==> src/rtl/overcooked_pkg.sv <==
// Shared types and constants for the player input path.
// PLAYER_INPUT_REPEAT_EN selects the auto-repeat state set; without it a
// held direction produces a single move.
package overcooked_pkg;

    typedef enum logic [1:0] {
        DIR_UP    = 2'd0,
        DIR_DOWN  = 2'd1,
        DIR_LEFT  = 2'd2,
        DIR_RIGHT = 2'd3
    } dir_t;

    localparam int unsigned REPEAT_DELAY_DEFAULT = 12;
    localparam int unsigned REPEAT_RATE_DEFAULT  = 4;

`ifdef PLAYER_INPUT_REPEAT_EN
    typedef enum logic [1:0] {
        ST_IDLE   = 2'd0,
        ST_DELAY  = 2'd1,
        ST_REPEAT = 2'd2
    } state_t;
`else
    typedef enum logic [0:0] {
        ST_IDLE = 1'b0,
        ST_HELD = 1'b1
    } state_t;
`endif

    function automatic int unsigned max_u(input int unsigned a, input int unsigned b);
        return (a > b) ? a : b;
    endfunction

endpackage

==> src/rtl/rise_detect.sv <==
// One-cycle pulse on a 0->1 transition of a level input.
module rise_detect (
    input  logic clock,
    input  logic reset,
    input  logic level,
    output logic pulse
);

    logic prev_q;
    logic prev_d;

    // Remember last-cycle level; reset loads the live level so a level
    // already high during reset does not produce an edge afterwards.
    always_ff @(posedge clock) begin
        if (reset) prev_q <= level;
        else       prev_q <= prev_d;
    end

    // Edge = high now, low on the previous cycle.
    always_comb begin
        prev_d = level;
        pulse  = level & ~prev_q;
    end

endmodule

==> src/rtl/player_input.sv <==
// Frame-synchronous player controls: direction moves with optional
// auto-repeat, chop press/hold and carry toggle events.
// Macro PLAYER_INPUT_REPEAT_EN enables auto-repeat (IDLE/DELAY/REPEAT);
// otherwise a single HELD state gives one move per press or change.
module player_input
    import overcooked_pkg::*;
#(
    parameter int unsigned REPEAT_DELAY = REPEAT_DELAY_DEFAULT,
    parameter int unsigned REPEAT_RATE  = REPEAT_RATE_DEFAULT
) (
    input  logic clock,
    input  logic reset,
    input  logic vsync,
    input  logic left,
    input  logic right,
    input  logic up,
    input  logic down,
    input  logic chop,
    input  logic carry,
    output logic move_valid,
    output dir_t move_dir,
    output dir_t facing,
    output logic chop_start,
    output logic chopping,
    output logic carry_req,
    output logic carry_level
);

    localparam int unsigned CNT_MAX = max_u(REPEAT_DELAY, REPEAT_RATE);
    localparam int unsigned CNT_W   = ($clog2(CNT_MAX + 1) < 1) ? 1 : $clog2(CNT_MAX + 1);
`ifdef PLAYER_INPUT_REPEAT_EN
    localparam logic [CNT_W-1:0] DELAY_THR = CNT_W'(REPEAT_DELAY);
    localparam logic [CNT_W-1:0] RATE_THR  = CNT_W'(REPEAT_RATE);
`endif

    logic             frame_tick;
    logic             any_dir;
    dir_t             active_dir;
    logic [CNT_W-1:0] cnt_inc;
    logic             do_move;

    state_t           state_q, state_d;
    logic [CNT_W-1:0] cnt_q, cnt_d;
    logic             move_valid_q, move_valid_d;
    dir_t             move_dir_q, move_dir_d;
    dir_t             facing_q, facing_d;
    logic             chop_start_q, chop_start_d;
    logic             chopping_q, chopping_d;
    logic             chop_prev_q, chop_prev_d;
    logic             carry_req_q, carry_req_d;
    logic             carry_level_q, carry_level_d;

    rise_detect u_frame_tick (
        .clock (clock),
        .reset (reset),
        .level (vsync),
        .pulse (frame_tick)
    );

    // Active direction with fixed priority up > down > left > right; saturating count.
    always_comb begin
        any_dir = up | down | left | right;
        if (up)        active_dir = DIR_UP;
        else if (down) active_dir = DIR_DOWN;
        else if (left) active_dir = DIR_LEFT;
        else           active_dir = DIR_RIGHT;
        cnt_inc = (cnt_q == '1) ? cnt_q : cnt_q + 1'b1;
    end

    // State register plus all frame-aligned output/sample registers.
    always_ff @(posedge clock) begin
        if (reset) begin
            state_q       <= ST_IDLE;
            cnt_q         <= '0;
            move_valid_q  <= 1'b0;
            move_dir_q    <= DIR_DOWN;
            facing_q      <= DIR_DOWN;
            chop_start_q  <= 1'b0;
            chopping_q    <= 1'b0;
            chop_prev_q   <= chop;
            carry_req_q   <= 1'b0;
            carry_level_q <= carry;
        end else begin
            state_q       <= state_d;
            cnt_q         <= cnt_d;
            move_valid_q  <= move_valid_d;
            move_dir_q    <= move_dir_d;
            facing_q      <= facing_d;
            chop_start_q  <= chop_start_d;
            chopping_q    <= chopping_d;
            chop_prev_q   <= chop_prev_d;
            carry_req_q   <= carry_req_d;
            carry_level_q <= carry_level_d;
        end
    end

    // Next state, frame counter and move decision, evaluated only on frame_tick.
    always_comb begin
        state_d = state_q;
        cnt_d   = cnt_q;
        do_move = 1'b0;
        if (frame_tick) begin
            if (!any_dir) begin
                state_d = ST_IDLE;
                cnt_d   = '0;
            end else if (state_q == ST_IDLE || active_dir != facing_q) begin
                do_move = 1'b1;
                cnt_d   = '0;
`ifdef PLAYER_INPUT_REPEAT_EN
                state_d = ST_DELAY;
`else
                state_d = ST_HELD;
`endif
            end else begin
                cnt_d = cnt_inc;
`ifdef PLAYER_INPUT_REPEAT_EN
                if (state_q == ST_DELAY && cnt_inc >= DELAY_THR) begin
                    do_move = 1'b1;
                    cnt_d   = '0;
                    state_d = ST_REPEAT;
                end else if (state_q == ST_REPEAT && cnt_inc >= RATE_THR) begin
                    do_move = 1'b1;
                    cnt_d   = '0;
                end
`endif
            end
        end
    end

    // Output values for the cycle after frame_tick; pulses default low.
    always_comb begin
        move_valid_d  = 1'b0;
        chop_start_d  = 1'b0;
        carry_req_d   = 1'b0;
        move_dir_d    = move_dir_q;
        facing_d      = facing_q;
        chopping_d    = chopping_q;
        chop_prev_d   = chop_prev_q;
        carry_level_d = carry_level_q;
        if (frame_tick) begin
            if (do_move) begin
                move_valid_d = 1'b1;
                move_dir_d   = active_dir;
                facing_d     = active_dir;
            end
            chop_start_d  = chop & ~chop_prev_q;
            chopping_d    = chop;
            chop_prev_d   = chop;
            carry_req_d   = carry ^ carry_level_q;
            carry_level_d = carry;
        end
    end

    assign move_valid  = move_valid_q;
    assign move_dir    = move_dir_q;
    assign facing      = facing_q;
    assign chop_start  = chop_start_q;
    assign chopping    = chopping_q;
    assign carry_req   = carry_req_q;
    assign carry_level = carry_level_q;

endmodule

==> config.mk <==
export PLATFORM = sky130hd
export DESIGN_NAME = player_input
export DESIGN_NICKNAME = d
export VERILOG_FILES = /design/src/rtl/overcooked_pkg.sv /design/src/rtl/rise_detect.sv /design/src/rtl/player_input.sv
export SDC_FILE = /design/constraint.sdc
export NUM_CORES = 1
export LEC_CHECK = 0
export ABC_AREA = 0
export ABC_CLOCK_PERIOD_IN_PS = 1100
export BUFFER_PORTS_ARGS = -buffer_cell sky130_fd_sc_hd__buf_2
export CAP_MARGIN = 10
export CORE_AREA = 10 10 47 49
export DETAILED_ROUTE_END_ITERATION = 7
export DIE_AREA = 0 0 57 59
export PLACE_DENSITY = 0.65
export SYNTH_ARGS = -nofsm -noshare
export SYNTH_HDL_FRONTEND = slang
export SYNTH_SLANG_ARGS = --single-unit
==> constraint.sdc <==
create_clock -name clock -period 1.1 [get_ports clock]
set_input_delay 0.055 -clock clock [delete_from_list [all_inputs] [get_ports clock]]
set_output_delay 0.055 -clock clock [all_outputs]
set_load 0.005 [all_outputs]
==> insert_results.sql, run 1 <==
INSERT INTO impl_metrics (metric_group, metric, value, unit) VALUES
('power_and_ir_drop', 'finalPower', '888', 'uW'),
('outcome', 'outcome', 'complete, but fails checks', ''),
('detailed_routing', 'wl', '1190', 'um'),
('logic_synthesis', 'synth_area', '462', 'um2'),
('logic_synthesis', 'yosys-top-cells-count', 'sky130_fd_sc_hd__dfxtp_1 (8), sky130_fd_sc_hd__nand2_1 (5), sky130_fd_sc_hd__nor2_1 (4)', ''),
('flow_run', 'max_cap_violations', '0', ''),
('logic_synthesis', 'yosys_most_used_dff', 'sky130_fd_sc_hd__dfxtp_1', ''),
('global_routing', 'initial_antenna_violation_count', '0', ''),
('die', 'coreArea', '1400', 'um2'),
('detailed_routing', 'drtPass1Iterations', '4', ''),
('logic_synthesis', 'synth.top_cells.by_area', 'sky130_fd_sc_hd__dfxtp_1 (35%), sky130_fd_sc_hd__edfxtp_1 (13%), sky130_fd_sc_hd__nand2_1 (4.1%)', ''),
('clock_tree', 'cts-htree-levels', '1', ''),
('sta', 'setup_repair_after_global_routing_missed_its_margin', 'yes', ''),
('detailed_routing', 'viasPerCell', '5.02', ''),
('die', 'die_area', '3360', 'um2'),
('sta', 'max-slew-margin-rel', '0.721', ''),
('sta', 'worst_hold_slack', '103', 'ps'),
('sta', 'final-setup-viol-count', '1', ''),
('global_routing', 'first_pass_grt_wire_length', '2050', 'um'),
('logic_synthesis', 'ys_seq_area_frac', '0.477', ''),
('power_and_ir_drop', 'static-leakage-power', '0.000299', 'uW'),
('clock_tree', 'clock_sinks', '10', ''),
('sta', 'finalHoldViolCount', '0', ''),
('logic_synthesis', 'synth_cells', '48', ''),
('clock_tree', 'tritoncts', 'built', ''),
('logic_synthesis', 'number_of_synthesized_flops_with_an_enable_pin', '2', ''),
('die', 'die_height', '59', 'um'),
('placement', 'gp_routability_congestion', '0.820', ''),
('die', 'ios', '18', ''),
('placement', 'io_buffer_count', '17', ''),
('sta', 'min_period_over_period', '1.06', ''),
('layout', 'antenna_fix_cells', '0', ''),
('global_routing', 'grt.overflow.total', '0', ''),
('layout', 'finalInstanceArea', '683', 'um2'),
('logic_synthesis', 'ys_types', '26', ''),
('logic_synthesis', 'synth.yosys.warnings', '0', ''),
('global_routing', 'maximum_number_of_pins_on_one_net_before_global_route_repair', '10', ''),
('sta', 'fin_crit', '1170', 'ps'),
('critical_path', 'crit_type', 'reg2reg', ''),
('logic_synthesis', 'avgSynthCellArea', '9.62', 'um2'),
('detailed_routing', 'drt_first_iter_violations', '17', ''),
('critical_path', 'worst_setup_path_end_kind', 'flop', ''),
('detailed_routing', 'wl_per_cell', '13.4', 'um'),
('layout', 'final_nets', '83', ''),
('clock_tree', 'root_cell_of_the_clock_tree', 'sky130_fd_sc_hd__clkbuf_4', ''),
('critical_path', 'startpoint_type', 'flop', ''),
('detailed_routing', 'drc_errors', '0', ''),
('clock_tree', 'clock_insertion_delay_worst_skew', '270', 'ps'),
('clock_tree', 'cts_buffers', '3', ''),
('logic_synthesis', 'synthesis.nets', '57', ''),
('layout', 'syn_to_final_growth', '48.0', '%'),
('sta', 'layout_setup_ws', '-65.4', 'ps'),
('clock_tree', 'clkTransAtPathRegs', '70', 'ps'),
('global_routing', 'first_global_vias', '460', ''),
('critical_path', 'top_fanout_value_on_the_critical_path', '7', ''),
('clock_tree', 'cts-root-to-sink-buffers', '2', ''),
('sta', 'number_of_pins_with_negative_max_slew_slack_in_the_final_report', '0', ''),
('power_and_ir_drop', 'power.ir.vdd_worst', '806', 'uV'),
('critical_path', 'required_worst_endpoint', '1270', 'ps'),
('detailed_routing', 'antenna_violating_nets_post_route', '0', ''),
('die', 'chipWidth', '57', 'um'),
('clock_tree', 'post-cts-setup-buffer-count', '0', ''),
('outcome', 'failed_checks', 'setup timing', ''),
('layout', 'layout.core_utilization', '0.488', ''),
('logic_synthesis', 'netlist.area_leader.share', '0.347', ''),
('critical_path', 'critPathArrivalTime', '1340', 'ps'),
('die', 'num_rows', '14', ''),
('sta', 'final.setup_skew', '0.971', 'ps'),
('die', 'initial_core_util', '0.329', ''),
('min_path', 'worst_hold_path_type', 'in2reg', ''),
('power_and_ir_drop', 'power-per-cell-area', '1300', 'nW/um2'),
('placement', 'place.detailed.hpwl', '871', 'um'),
('logic_synthesis', 'synth_async_sr_flop_share', '0', ''),
('logic_synthesis', 'yosysTopAreaCell', 'sky130_fd_sc_hd__dfxtp_1', ''),
('placement', 'postPlaceCellArea', '587', 'um2'),
('global_routing', 'grt_util_all_layers', '0.0770', ''),
('detailed_routing', 'via_count', '447', ''),
('sta', 'worstMarginPinSlew', '414', 'ps'),
('layout', 'drive_above_1_share', '0.466', ''),
('sta', 'max_freq', '0.858', 'GHz'),
('logic_synthesis', 'most_frequently_used_cell_type_in_the_post_synthesis_netlist', 'sky130_fd_sc_hd__dfxtp_1', ''),
('logic_synthesis', 'synth_seq_cells', '10', '');
-- placed cells by master (no fill, tap or decap) --
cell type / Yosys / final
sky130_fd_sc_hd__nor4b_2: 0 / 1
sky130_fd_sc_hd__o21ai_1: 0 / 1
sky130_fd_sc_hd__xnor2_1: 1 / 1
sky130_fd_sc_hd__buf_2: 0 / 17
sky130_fd_sc_hd__nand4_1: 2 / 2
sky130_fd_sc_hd__a2bb2oi_2: 1 / 1
sky130_fd_sc_hd__clkbuf_8: 0 / 1
sky130_fd_sc_hd__nand2_1: 5 / 5
sky130_fd_sc_hd__dfxtp_4: 0 / 1
sky130_fd_sc_hd__nor3b_4: 0 / 1
sky130_fd_sc_hd__a211o_1: 1 / 1
sky130_fd_sc_hd__a2111oi_4: 0 / 1
sky130_fd_sc_hd__dfxtp_1: 8 / 6
sky130_fd_sc_hd__nor4_1: 2 / 2
sky130_fd_sc_hd__inv_1: 2 / 2
sky130_fd_sc_hd__mux2i_1: 1 / 1
sky130_fd_sc_hd__nor3_1: 2 / 2
sky130_fd_sc_hd__edfxtp_1: 2 / 2
sky130_fd_sc_hd__buf_4: 2 / 5
sky130_fd_sc_hd__nand2b_1: 1 / 1
sky130_fd_sc_hd__nand3_1: 1 / 1
sky130_fd_sc_hd__nand4bb_1: 1 / 1
sky130_fd_sc_hd__o21ai_2: 1 / 1
sky130_fd_sc_hd__clkbuf_4: 0 / 3
sky130_fd_sc_hd__dfxtp_2: 0 / 1
sky130_fd_sc_hd__a21oi_1: 2 / 2
sky130_fd_sc_hd__dlygate4sd3_1: 0 / 3
sky130_fd_sc_hd__o211ai_1: 1 / 1
sky130_fd_sc_hd__nor2b_1: 1 / 1
sky130_fd_sc_hd__nor2_1: 4 / 4
sky130_fd_sc_hd__and2b_2: 1 / 1
-- cells by family (layout without fill, tap and decap cells) --
family | count (synthesis) | count (layout) | share of synthesized area
buffers and inverters | 6 | 31 | 0.0650
AOI/OAI and AO/OA | 8 | 8 | 0.152
muxes | 1 | 1 | 0.0217
DFF | 10 | 10 | 0.477
and+or+nand+nor | 22 | 22 | 0.266
xor gates and xnor gates | 1 | 1 | 0.0190
-- metal layers --
| layer | vias to the layer above | part of all wire | global-route usage |
|---|---|---|---|
| li1 | 223 | - | - |
| met1 | 203 | 0.40 | 0.0785 |
| met2 | 17 | 0.51 | 0.124 |
| met3 | 4 | 0.058 | 0.0279 |
| met4 | 0 | 0.029 | 0.0638 |
| met5 | - | 0 | 0 |
-- per-stage QoR --
step           TNS [ps]  cells  setup WS, ps
4_1_cts           -31.5     89         -30.5
3_3_place_gp          0     82          15.3
5_1_grt            -219     89          -161
2_1_floorplan         0     48          35.0
6_report          -65.4     89         -65.4
3_5_place_dp      -39.2     82         -25.5
-- timing repair --
action / in CTS / in global routing
pin swaps: 0 / 2
hold buffers: 3 / 0
endpoints found under the setup margin: 2 / 3
resized for setup: 2 / 3
hold endpoints to repair: 3 / 0
-- cell type report --
| type | instances | area, um2 |
|---|---|---|
| timing repair buffer | 25 | 153 |
| tap | 16 | 20.0 |
| inverter | 2 | 7.51 |
| clock buffer | 4 | 36.3 |
| fill | 144 | 718 |
| multi-input combinational | 32 | 241 |
| sequential | 10 | 225 |
-- power breakdown --
part | switching [uW] | internal, uW
sequential | 14.3 | 393
clock | 140 | 201
combinational | 67.4 | 71.3
-- registers in the layout (all words and copies together), names as in the netlist --
| signal | count |
|---|---|
| carry_level | 1 |
| carry_req | 1 |
| chop_prev_q | 1 |
| chop_start | 1 |
| chopping | 1 |
| facing | 2 |
| move_valid | 1 |
| state_q | 1 |
| u_frame_tick.prev_q | 1 |
-- final timing paths --
| path | depth (start not counted) | to | slack, ps | start |
|---|---|---|---|---|
| hold / removal | 2 | move_valid$_SDFF_PP0_ | 100 | reset |
| setup / recovery | 4 | move_valid$_SDFF_PP0_ | -70 | facing[1]$_SDFFE_PP0P_ |
| setup reg to reg | 4 | move_valid$_SDFF_PP0_ | -70 | facing[1]$_SDFFE_PP0P_ |
| hold reg to reg | 1 | chop_start$_SDFF_PP0_ | 430 | chop_prev_q$_DFFE_PP_ |
-- worst max-delay path, stage by stage, from the launching register on --
cell and delay (ps):
sky130_fd_sc_hd__dfxtp_4 370, sky130_fd_sc_hd__nand4bb_1 120, sky130_fd_sc_hd__a2bb2oi_2 190, sky130_fd_sc_hd__nand2_1 110
sky130_fd_sc_hd__a2111oi_4 290
Note: power is estimated with default switching activity, not from simulation.
==> run 2, diff against run 1 <==
--- a/config.mk
+++ b/config.mk
@@ -6,13 +6,13 @@
 export NUM_CORES = 1
 export LEC_CHECK = 0
 export ABC_AREA = 0
-export ABC_CLOCK_PERIOD_IN_PS = 1100
+export ABC_CLOCK_PERIOD_IN_PS = 1130
 export BUFFER_PORTS_ARGS = -buffer_cell sky130_fd_sc_hd__buf_2
 export CAP_MARGIN = 10
 export CORE_AREA = 10 10 47 49
 export DETAILED_ROUTE_END_ITERATION = 7
 export DIE_AREA = 0 0 57 59
-export PLACE_DENSITY = 0.65
+export PLACE_DENSITY = 0.63
 export SYNTH_ARGS = -nofsm -noshare
 export SYNTH_HDL_FRONTEND = slang
 export SYNTH_SLANG_ARGS = --single-unit
==> constraint.sdc (replaced) <==
create_clock -name clock -period 1.13 [get_ports clock]
set_input_delay 0.0565 -clock clock [delete_from_list [all_inputs] [get_ports clock]]
set_output_delay 0.0565 -clock clock [all_outputs]
set_load 0.005 [all_outputs]
==> run 2 against run 1 <==
The run now ends clean. Critical path type unchanged. Wire length down 6.0%. Flip-flop and latch count unchanged. Total power decreased by 11%. Via count down 2.5%. First-iteration DRC count decreased by 35%. Cell area decreased by 3.7%. Maximum frequency is 3.3% higher. Sequential power fell by 3%. Combinational power shrank 9%. Register-to-register slack improved by 70 ps. Highest routed layer unchanged. Clock power decreased by 21%. Largest power group unchanged.
==> insert_results.sql, run 2 (synthesis results as in run 1) <==
INSERT INTO impl_metrics (metric_group, metric, value, unit) VALUES
('power_and_ir_drop', 'power.ir.vdd_worst', '547', 'uV'),
('critical_path', 'top_fanout_value_on_the_critical_path', '6', ''),
('layout', 'finish.cell_count_without_fillers', '90', ''),
('layout', 'antenna_fix_cells', '0', ''),
('global_routing', 'grt_util_all_layers', '0.0680', ''),
('layout', 'largest_register_ff_count', '2', ''),
('flow_run', 'max_cap_violations', '0', ''),
('placement', 'post-place-ws', '-39.8', 'ps'),
('die', 'ios', '18', ''),
('sta', 'final-setup-viol-count', '0', ''),
('power_and_ir_drop', 'netSwitchingPower', '206', 'uW'),
('sta', 'final.setup_skew', '0.613', 'ps'),
('detailed_routing', 'wl_per_cell', '12.4', 'um'),
('layout', 'fillerInstances', '145', ''),
('layout', 'most_used_cells_in_the_layout_excluding_fill_and_tap_cells', 'sky130_fd_sc_hd__buf_2 (17), sky130_fd_sc_hd__dfxtp_1 (6), sky130_fd_sc_hd__buf_4 (6)', ''),
('clock_tree', 'tritoncts', 'built', ''),
('critical_path', 'cpPeakStageDelay', '360', 'ps'),
('power_and_ir_drop', 'static-leakage-power', '0.000291', 'uW'),
('global_routing', 'grt.overflow.total', '0', ''),
('detailed_routing', 'viasPerCell', '4.84', ''),
('clock_tree', 'cts-htree-levels', '1', ''),
('critical_path', 'required_worst_endpoint', '1300', 'ps'),
('die', 'initial_core_util', '0.329', ''),
('layout', 'mostFrequentLayoutCell', 'sky130_fd_sc_hd__buf_2', ''),
('power_and_ir_drop', 'switching_share', '0.260', ''),
('min_path', 'worst_hold_path_type', 'in2reg', ''),
('layout', 'drive_above_1_share', '0.459', ''),
('placement', 'place.detailed.hpwl', '878', 'um'),
('detailed_routing', 'wl', '1120', 'um'),
('clock_tree', 'cts_buffers', '3', ''),
('clock_tree', 'clkTransAtPathRegs', '70', 'ps'),
('die', 'chipWidth', '57', 'um'),
('sta', 'fin_crit', '1130', 'ps'),
('layout', 'multi_input_area', '219', 'um2'),
('placement', 'post-place-cells', '82', ''),
('power_and_ir_drop', 'finalPower', '794', 'uW'),
('power_and_ir_drop', 'internal_power', '588', 'uW'),
('sta', 'min_period_over_period', '0.998', ''),
('power_and_ir_drop', 'power.share.clock', '0.340', ''),
('die', 'num_rows', '14', ''),
('layout', 'final_nets', '84', ''),
('clock_tree', 'clock_sinks', '10', ''),
('global_routing', 'initial_antenna_violation_count', '0', ''),
('global_routing', 'maximum_number_of_pins_on_one_net_before_global_route_repair', '10', ''),
('power_and_ir_drop', 'share_comb_of_total_power', '0.160', ''),
('layout', 'syn_to_final_growth', '42.5', '%'),
('detailed_routing', 'antenna_violating_nets_post_route', '0', ''),
('clock_tree', 'root_cell_of_the_clock_tree', 'sky130_fd_sc_hd__clkbuf_4', ''),
('global_routing', 'first_global_vias', '439', ''),
('critical_path', 'timing.critical_path.cells', 'nand4bb_1 -> a2bb2oi_2 -> nand2_1 -> a2111oi_2', ''),
('die', 'coreArea', '1400', 'um2'),
('die', 'die_height', '59', 'um'),
('critical_path', 'worst_setup_path_end_kind', 'flop', ''),
('die', 'die_area', '3360', 'um2'),
('critical_path', 'crit_path_top_delay_cell', 'sky130_fd_sc_hd__dfxtp_4', ''),
('sta', 'number_of_pins_with_negative_max_slew_slack_in_the_final_report', '0', ''),
('sta', 'finalHoldViolCount', '0', ''),
('layout', 'final-seq-area', '225', 'um2'),
('sta', 'worstMarginPinSlew', '467', 'ps'),
('detailed_routing', 'drtPass1Iterations', '4', ''),
('global_routing', 'first_pass_grt_wire_length', '1810', 'um'),
('power_and_ir_drop', 'p_seq_frac', '0.500', ''),
('sta', 'setup_repair_after_global_routing_missed_its_margin', 'yes', ''),
('sta', 'max_freq', '0.887', 'GHz'),
('critical_path', 'startpoint_type', 'flop', ''),
('sta', 'max-slew-margin-rel', '0.686', ''),
('clock_tree', 'clock_insertion_delay_worst_skew', '270', 'ps'),
('clock_tree', 'cts-root-to-sink-buffers', '2', ''),
('outcome', 'outcome', 'finished clean', ''),
('detailed_routing', 'drt_first_iter_violations', '11', ''),
('placement', 'gp_routability_congestion', '0.814', ''),
('placement', 'io_buffer_count', '17', ''),
('critical_path', 'critPathArrivalTime', '1300', 'ps'),
('detailed_routing', 'drc_errors', '0', ''),
('power_and_ir_drop', 'power-per-cell-area', '1210', 'nW/um2'),
('sta', 'layout_setup_ws', '2.29', 'ps'),
('critical_path', 'crit_type', 'reg2reg', ''),
('detailed_routing', 'via_count', '436', '');
==> run 2: cell types whose count changed in the layout (fill, tap and decap cells not counted) <==
cell / change
sky130_fd_sc_hd__clkbuf_1: +1
sky130_fd_sc_hd__buf_4: +1
sky130_fd_sc_hd__a2111oi_4: -1
sky130_fd_sc_hd__nor2_2: +1
sky130_fd_sc_hd__o21ai_0: +1
sky130_fd_sc_hd__o21ai_1: -1
sky130_fd_sc_hd__nor3b_4: -1
sky130_fd_sc_hd__clkbuf_8: -1
sky130_fd_sc_hd__a2111oi_2: +1
sky130_fd_sc_hd__nor4b_1: +1
sky130_fd_sc_hd__nor2_1: -1
sky130_fd_sc_hd__nor4b_2: -1
sky130_fd_sc_hd__nor3b_2: +1
==> run 2: layout make-up <==
class | count | area share
flip-flops and latches | 10 | 0.342
multi-input cells | 32 | 0.333
repair buffers | 26 | 0.243
clock buffers | 4 | 0.0399
well taps | 16 | 0.0304
inverters | 2 | 0.0114
==> run 2: routing by layer <==
metal	GRT usage	vias up	routed length, um
li1	-	224	-
met1	0.0669	201	486
met2	0.118	9	561
met3	0.0279	2	49
met4	0.0403	0	21
met5	0	-	0
==> run 2: power groups by stage <==
stage	clock network, uW	logic (uW)	registers, uW
after global placement	0	116	406
after CTS	275	125	398
final	270	127	397
after global routing	291	142	399
after detailed placement	0	116	407
after floorplan	0	61.6	406
==> run 2: worst max-delay path: cells and delay by family (launching register included) <==
kind | cells | cell delay (ps)
flip-flops | 1 | 360
AO/OA/AOI/OAI | 2 | 470
AND/OR/NAND/NOR | 2 | 200
==> run 2: metrics by stage <==
stage / hold slack [ps] / TNS, ps / utilization / instance area [um2]
floorplan: 84.2 / 0 / - / 464
global placement: 175 / -15.5 / 0.417 / 584
detailed placement: 178 / -39.8 / 0.417 / 584
CTS: 78.3 / 0 / 0.457 / 641
global route: 78.6 / -90.3 / 0.470 / 658
finish: 76.7 / 0 / 0.470 / 658
==> run 2: worst paths after layout <==
path | startpoint | end | slack (ps) | cells past startpoint
worst min-delay path | reset | state_q$_SDFFE_PP0P_ | 80 | 2
worst max register to register | facing[1]$_SDFFE_PP0P_ | move_valid$_SDFF_PP0_ | 2 | 4
worst max-delay path | facing[1]$_SDFFE_PP0P_ | move_valid$_SDFF_PP0_ | 2 | 4
worst min register to register | chop_prev_q$_DFFE_PP_ | chop_start$_SDFF_PP0_ | 410 | 1
==> run 2: timing repair <==
action                                 CTS  global route
gates resized for setup                  0             3
setup endpoints to repair                2             4
pin swaps                                3             1
setup buffers                            0             1
hold buffers                             3             0
endpoints found under the hold margin    3             0
